File: config.mk
export PLATFORM = sky130hd
export DESIGN_NAME = wide_op_sequencer
export DESIGN_NICKNAME = d
export VERILOG_FILES = /design/src/rtl/wide_op_sequencer.sv
export SDC_FILE = /design/constraint.sdc
export NUM_CORES = 1
export LEC_CHECK = 0
export BUFFER_PORTS_ARGS = -buffer_cell sky130_fd_sc_hd__buf_2
export CORE_MARGIN = 4
export CORE_UTILIZATION = 47
export CTS_BUF_LIST = sky130_fd_sc_hd__clkbuf_2
export DETAILED_ROUTE_END_ITERATION = 8
export GPL_TIMING_DRIVEN = 0
export PLACE_DENSITY = 0.86
export SYNTH_ARGS = -nofsm -noshare
export SYNTH_HDL_FRONTEND = slang
export SYNTH_SLANG_ARGS = --single-unit
File: constraint.sdc
create_clock -name clk -period 1.5 [get_ports clk]
set_input_delay 0.075 -clock clk [delete_from_list [all_inputs] [get_ports clk]]
set_output_delay 0.075 -clock clk [all_outputs]
set_load 0.005 [all_outputs]
File: src/rtl/wide_op_sequencer.sv
// rtl/wide_op_sequencer.sv - byte-serial sequencer driving an 8-bit ALU for NBYTES-wide ops
// Optional feature macro: WIDE_OP_ZERO_FLAG_EN (adds rsp_zero output)
// Opcodes: kAdd=0 kAddC=1 kSub=2 kAnd=3 kOr=4 kNeg=5 kSll=6 kSra=7
module wide_op_sequencer #(
    parameter int NBYTES = 2
) (
    input  logic                  clk,
    input  logic                  rst_n,
    input  logic                  req_valid,
    output logic                  req_ready,
    input  logic [3:0]            req_op,
    input  logic [8*NBYTES-1:0]   req_a,
    input  logic [8*NBYTES-1:0]   req_b,
    output logic                  rsp_valid,
    input  logic                  rsp_ready,
    output logic [8*NBYTES-1:0]   rsp_data,
    output logic                  rsp_cout,
    output logic                  rsp_err,
`ifdef WIDE_OP_ZERO_FLAG_EN
    output logic                  rsp_zero,
`endif
    output logic [3:0]            alu_ctrl,
    output logic [7:0]            alu_a,
    output logic [7:0]            alu_b,
    output logic                  alu_cin,
    input  logic [7:0]            alu_out,
    input  logic                  alu_cout
);

    localparam int W  = 8 * NBYTES;
    localparam int IW = (NBYTES > 1) ? $clog2(NBYTES) : 1;
    localparam logic [IW-1:0] LAST_IDX = IW'(NBYTES - 1);

    localparam logic [3:0] K_ADD  = 4'h0;
    localparam logic [3:0] K_ADDC = 4'h1;
    localparam logic [3:0] K_SUB  = 4'h2;
    localparam logic [3:0] K_AND  = 4'h3;
    localparam logic [3:0] K_OR   = 4'h4;
    localparam logic [3:0] K_NEG  = 4'h5;

    localparam logic [1:0] S_IDLE = 2'd0;
    localparam logic [1:0] S_RUN  = 2'd1;
    localparam logic [1:0] S_DONE = 2'd2;

    logic [1:0]    state_q, state_d;
    logic [IW-1:0] idx_q, idx_d;
    logic [3:0]    op_q, op_d;
    logic [W-1:0]  a_q, a_d;
    logic [W-1:0]  b_q, b_d;
    logic [W-1:0]  res_q, res_d;
    logic          carry_q, carry_d;
    logic          err_q, err_d;
`ifdef WIDE_OP_ZERO_FLAG_EN
    logic          zero_q, zero_d;
`endif

    logic [IW+2:0] bit_off;
    logic          req_supported;
    logic          op_is_arith;

    assign bit_off       = {idx_q, 3'b000};
    assign req_supported = (req_op == K_ADD) || (req_op == K_SUB) || (req_op == K_AND) ||
                           (req_op == K_OR)  || (req_op == K_NEG);
    assign op_is_arith   = (op_q == K_ADD) || (op_q == K_SUB);

    assign req_ready = rst_n && (state_q == S_IDLE);
    assign rsp_valid = (state_q == S_DONE);
    assign rsp_data  = res_q;
    assign rsp_cout  = carry_q;
    assign rsp_err   = err_q;
`ifdef WIDE_OP_ZERO_FLAG_EN
    assign rsp_zero  = zero_q;
`endif

    // Present the current byte to the ALU in RUN; park it on a zero-producing AND otherwise
    always_comb begin
        alu_ctrl = K_AND;
        alu_a    = 8'h00;
        alu_b    = 8'h00;
        alu_cin  = 1'b0;
        if (state_q == S_RUN) begin
            alu_a = a_q[bit_off +: 8];
            alu_b = b_q[bit_off +: 8];
            case (op_q)
                K_ADD: begin
                    alu_ctrl = (idx_q == '0) ? K_ADD : K_ADDC;
                    alu_cin  = (idx_q == '0) ? 1'b0 : carry_q;
                end
                K_SUB: begin
                    // b_q already holds ~B, so seeding carry with 1 yields A + ~B + 1
                    alu_ctrl = K_ADDC;
                    alu_cin  = (idx_q == '0) ? 1'b1 : carry_q;
                end
                default: begin
                    alu_ctrl = op_q;
                    alu_cin  = 1'b0;
                end
            endcase
        end
    end

    // Next-state: accept in IDLE, collect one result byte per RUN cycle, hold in DONE
    always_comb begin
        state_d = state_q;
        idx_d   = idx_q;
        op_d    = op_q;
        a_d     = a_q;
        b_d     = b_q;
        res_d   = res_q;
        carry_d = carry_q;
        err_d   = err_q;
`ifdef WIDE_OP_ZERO_FLAG_EN
        zero_d  = zero_q;
`endif
        case (state_q)
            S_IDLE: begin
                if (req_valid) begin
                    carry_d = 1'b0;
                    if (req_supported) begin
                        op_d    = req_op;
                        a_d     = req_a;
                        b_d     = (req_op == K_SUB) ? ~req_b : req_b;
                        idx_d   = '0;
                        err_d   = 1'b0;
`ifdef WIDE_OP_ZERO_FLAG_EN
                        zero_d  = 1'b1;
`endif
                        state_d = S_RUN;
                    end else begin
                        res_d   = '0;
                        err_d   = 1'b1;
`ifdef WIDE_OP_ZERO_FLAG_EN
                        zero_d  = 1'b0;
`endif
                        state_d = S_DONE;
                    end
                end
            end
            S_RUN: begin
                res_d[bit_off +: 8] = alu_out;
                if (op_is_arith) begin
                    carry_d = alu_cout;
                end
`ifdef WIDE_OP_ZERO_FLAG_EN
                zero_d = zero_q && (alu_out == 8'h00);
`endif
                if (idx_q == LAST_IDX) begin
                    idx_d   = '0;
                    state_d = S_DONE;
                end else begin
                    idx_d = idx_q + 1'b1;
                end
            end
            S_DONE: begin
                if (rsp_ready) begin
                    err_d   = 1'b0;
                    state_d = S_IDLE;
                end
            end
            default: begin
                state_d = S_IDLE;
            end
        endcase
    end

    // State and datapath registers with asynchronous clear
    always_ff @(posedge clk or negedge rst_n) begin
        if (!rst_n) begin
            state_q <= S_IDLE;
            idx_q   <= '0;
            op_q    <= '0;
            a_q     <= '0;
            b_q     <= '0;
            res_q   <= '0;
            carry_q <= 1'b0;
            err_q   <= 1'b0;
`ifdef WIDE_OP_ZERO_FLAG_EN
            zero_q  <= 1'b0;
`endif
        end else begin
            state_q <= state_d;
            idx_q   <= idx_d;
            op_q    <= op_d;
            a_q     <= a_d;
            b_q     <= b_d;
            res_q   <= res_d;
            carry_q <= carry_d;
            err_q   <= err_d;
`ifdef WIDE_OP_ZERO_FLAG_EN
            zero_q  <= zero_d;
`endif
        end
    end

endmodule

==> summary.txt <==
Global routing
  • GRT Util Overall: 23.2%
  • Vias in the first global route: 2611
  • Largest net degree at the start of global routing: 59
  • Initial antenna violation count: 0
  • Global-route wire length before repair: 12900 um
  • Global route total overflow: 0

Placement
  • Placed cell count: 375
  • Pre-CTS setup slack: -0.162 ns
  • Gp weighted congestion: 0.813
  • Placed inst area: 3250 um2
  • PortBufs: 89
  • Detail Placement HPWL: 4430 um

Layout
  • Most frequent cells in the layout: buf_2 (87), dfrtp_1 (54), dlygate4sd3_1 (46), mux2_2 (18), mux2_4 (17)
  • Area grow syn2layout: 68.3%
  • Net count, final: 430
  • Number of fill cells: 296
  • Commonest non-fill, non-tap cell in the layout: buf_2
  • N_diodes: 0
  • Final Cell Area: 4570 um2
  • Non-Filler Instances: 458
  • Layout cells sized above 1: 56.2%

Worst setup path
  • Delay-heaviest family, CP: flip-flops
  • Startpoint types: flop
  • Worst R2R End: a_q[15]$_DFFE_PN0P_
  • Worst R2R Path Depth: 5
  • Crit-path max FO: 6
  • Start of the worst register-to-register path: state_q[1]$_DFFE_PN0P_
  • CP max stage delay: 0.46 ns
  • Endpoint type of the worst setup path: output pin
  • Buf+Inv Stages, Crit Path: 3
  • Internal reg-to-reg setup slack: -0.24 ns
  • CP Cell Sequence: nand2b_4, buf_8, clkbuf_16, nor2_1, buf_2
  • Crit path DAT: 1.70 ns
  • Critical path class: flop to output pin
  • Slowest cell on crit path: dfrtp_2
  • Crit path required time: 1.42 ns

Floorplan
  • Initial Util: 49.0%
  • Num ports: 90
  • Die Area: 7060 um2
  • Die width: 84.0 um
  • Die Y: 84.0 um
  • Row cnt: 27
  • Core area: 5540 um2

Pwr
  • Pwr/cell area: 1790 nW/um2
  • Total chip power: 8.20 mW
  • Max IR drop VDD: 1.15 mV
  • Pleak: 2.24 nW

STA
  • Hold_ws: -0.387 ns
  • Tmin final: 1.77 ns
  • Period utilization: 118%
  • Worst rel slew slack: 52.8%
  • Setup WS post-layout: -0.271 ns
  • Final hold vios: 57
  • Final Max Slew Viols: 0
  • Setup-failing EPs final: 70
  • Clock skew: 0.0425 ns
  • Slew @ Worst Pin: 0.708 ns
  • Max frequency: 565 MHz
  • Unrepaired setup endpoints after global routing: yes

Synthesis
  • Post-synth EDFFs: 0
  • Ys async rst share: 100%
  • Synth Instances: 214
  • Area leader, netlist: dfrtp_1
  • Avg Inst Size Synth: 12.7 um2
  • Synth top area cells: dfrtp_1 (53%), mux2_2 (7.9%), mux2_1 (7.1%)
  • Seq cells post-synth: 57
  • Sequential area share after synthesis: 52.5%
  • Post-Syn Area: 2720 um2
  • Count of different cell masters after synthesis: 38
  • Synth warnings: 0
  • Synth Net Count: 263
  • Top FF cell, synth: dfrtp_1
  • Yosys top cell area share: 52.5%

Clocking
  • H-tree Lvls: 3
  • CTS tree: yes
  • CTS Buffer Depth: 2
  • Worst skew pair latency: 0.48 ns
  • Num CTS Buffers: 9
  • Clk slew on worst S/H paths: 0.20 ns
  • Hold_buf cts: 46
  • Clock root cell: clkbuf_2
  • Total clock sinks: 57

Hold path
  • Min-delay worst type: input pin to async pin

Route
  • Routed wire per std cell: 20.0 um
  • DRC: 0
  • Routed vias/inst: 5.42
  • WL met3: 363 um
  • Metal1 wirelength: 3530 um
  • WL met2: 4910 um
  • Final antenna-violating net count: 0
  • TritonRoute pass-1 iters: 4
  • Routed WL: 9160 um
  • Vias: 2484
  • Top Layer Used: met4
  • Detailed Route Iter0 Violations: 152

Status
  • Status: complete, but fails checks
  • Failing checks: negative hold slack, negative setup slack

Run
  • Max Cap Violations: 0
per-stage QoR:
step           hold slack [ns]  setup TNS [ns]  utilization, %
4_1_cts                 -0.373           -6.38            74.8
3_5_place_dp             0.295           -4.32            58.7
5_1_grt                 -0.383          -15.57            82.5
3_3_place_gp             0.286           -3.51            58.7
2_1_floorplan           -0.221               0               -
6_report                -0.387          -11.35            82.5
cells by family (layout without fill, tap and decap cells):
logic type | count (synthesis) | count (layout) | share of synthesized area, %
flops | 57 | 57 | 52.5
mux | 53 | 53 | 21.2
simple gates | 43 | 43 | 8.34
compound gates | 31 | 31 | 9.95
xor+xnor | 16 | 16 | 5.16
buf+inv | 14 | 186 | 2.81
registers in the layout (all words and copies together) (netlist names):
register,count
a_q,16
rsp_data,16
b_q,16
op_q,4
state_q,2
idx_q,1
rsp_cout,1
rsp_err,1
synth_stat cells, types with 2 or more instances:
library cell / n
a22o_1: 16
and2_1: 3
buf_1: 2
buf_2: 4
buf_4: 3
dfrtp_1: 57
inv_1: 3
mux2_1: 17
mux2_2: 19
mux2i_1: 17
nand2_1: 6
nor2_1: 21
nor2b_1: 2
nor3_1: 2
o21ai_0: 4
xor2_1: 16
worst reg2reg max path, cell delays in order (launching register included):
cell and delay [ns]:
dfrtp_2 0.46, buf_6 0.14, nor3b_4 0.25, nand3_4 0.22, buf_6 0.22, mux2_1 0.31
worst max path at each step:
stage,end,slack [ns],start,depth (start not counted)
CTS,alu_cin,-0.16,op_q[0]$_DFFE_PN0P_,3
floorplan,a_q[0]$_DFFE_PN0P_,0.05,state_q[1]$_DFFE_PN0P_,4
global placement,alu_a[3],-0.14,idx_q$_DFFE_PN0P_,5
global route,alu_a[0],-0.33,state_q[1]$_DFFE_PN0P_,5
detailed placement,alu_a[3],-0.16,idx_q$_DFFE_PN0P_,5
finish,alu_a[0],-0.27,state_q[1]$_DFFE_PN0P_,5
metal layers:
layer	vias up	global-route usage, %
met5	-	0
met4	0	12.6
met3	30	5.03
met2	100	39.0
met1	1248	27.5
li1	1106	-
cell type report:
cell class              count  area [um2]  area share (%)
plain buffers              10         144            3.15
clock buffers              10        50.0            1.09
clock inverters             6         106            2.33
inverters                   3        23.8           0.520
multi-input cells         143        1540            33.7
flip-flops and latches     57        1430            31.3
well taps                  72        90.1            1.97
repair buffers            157        1190            26.0
report_power, final:
group	total (mW)	internal, mW	switching (mW)	leakage [nW]
logic	4.02	2.34	1.69	1.45
clock network	1.31	0.719	0.595	0.0896
registers	2.86	2.25	0.615	0.708
repair_timing:
item	in CTS	in global routing
gates resized for setup	50	67
setup endpoints to repair	67	77
pin swaps	6	10
gates cloned	1	3
setup buffers	11	7
hold endpoints to repair	111	57
Note: power is estimated with default switching activity, not from simulation.
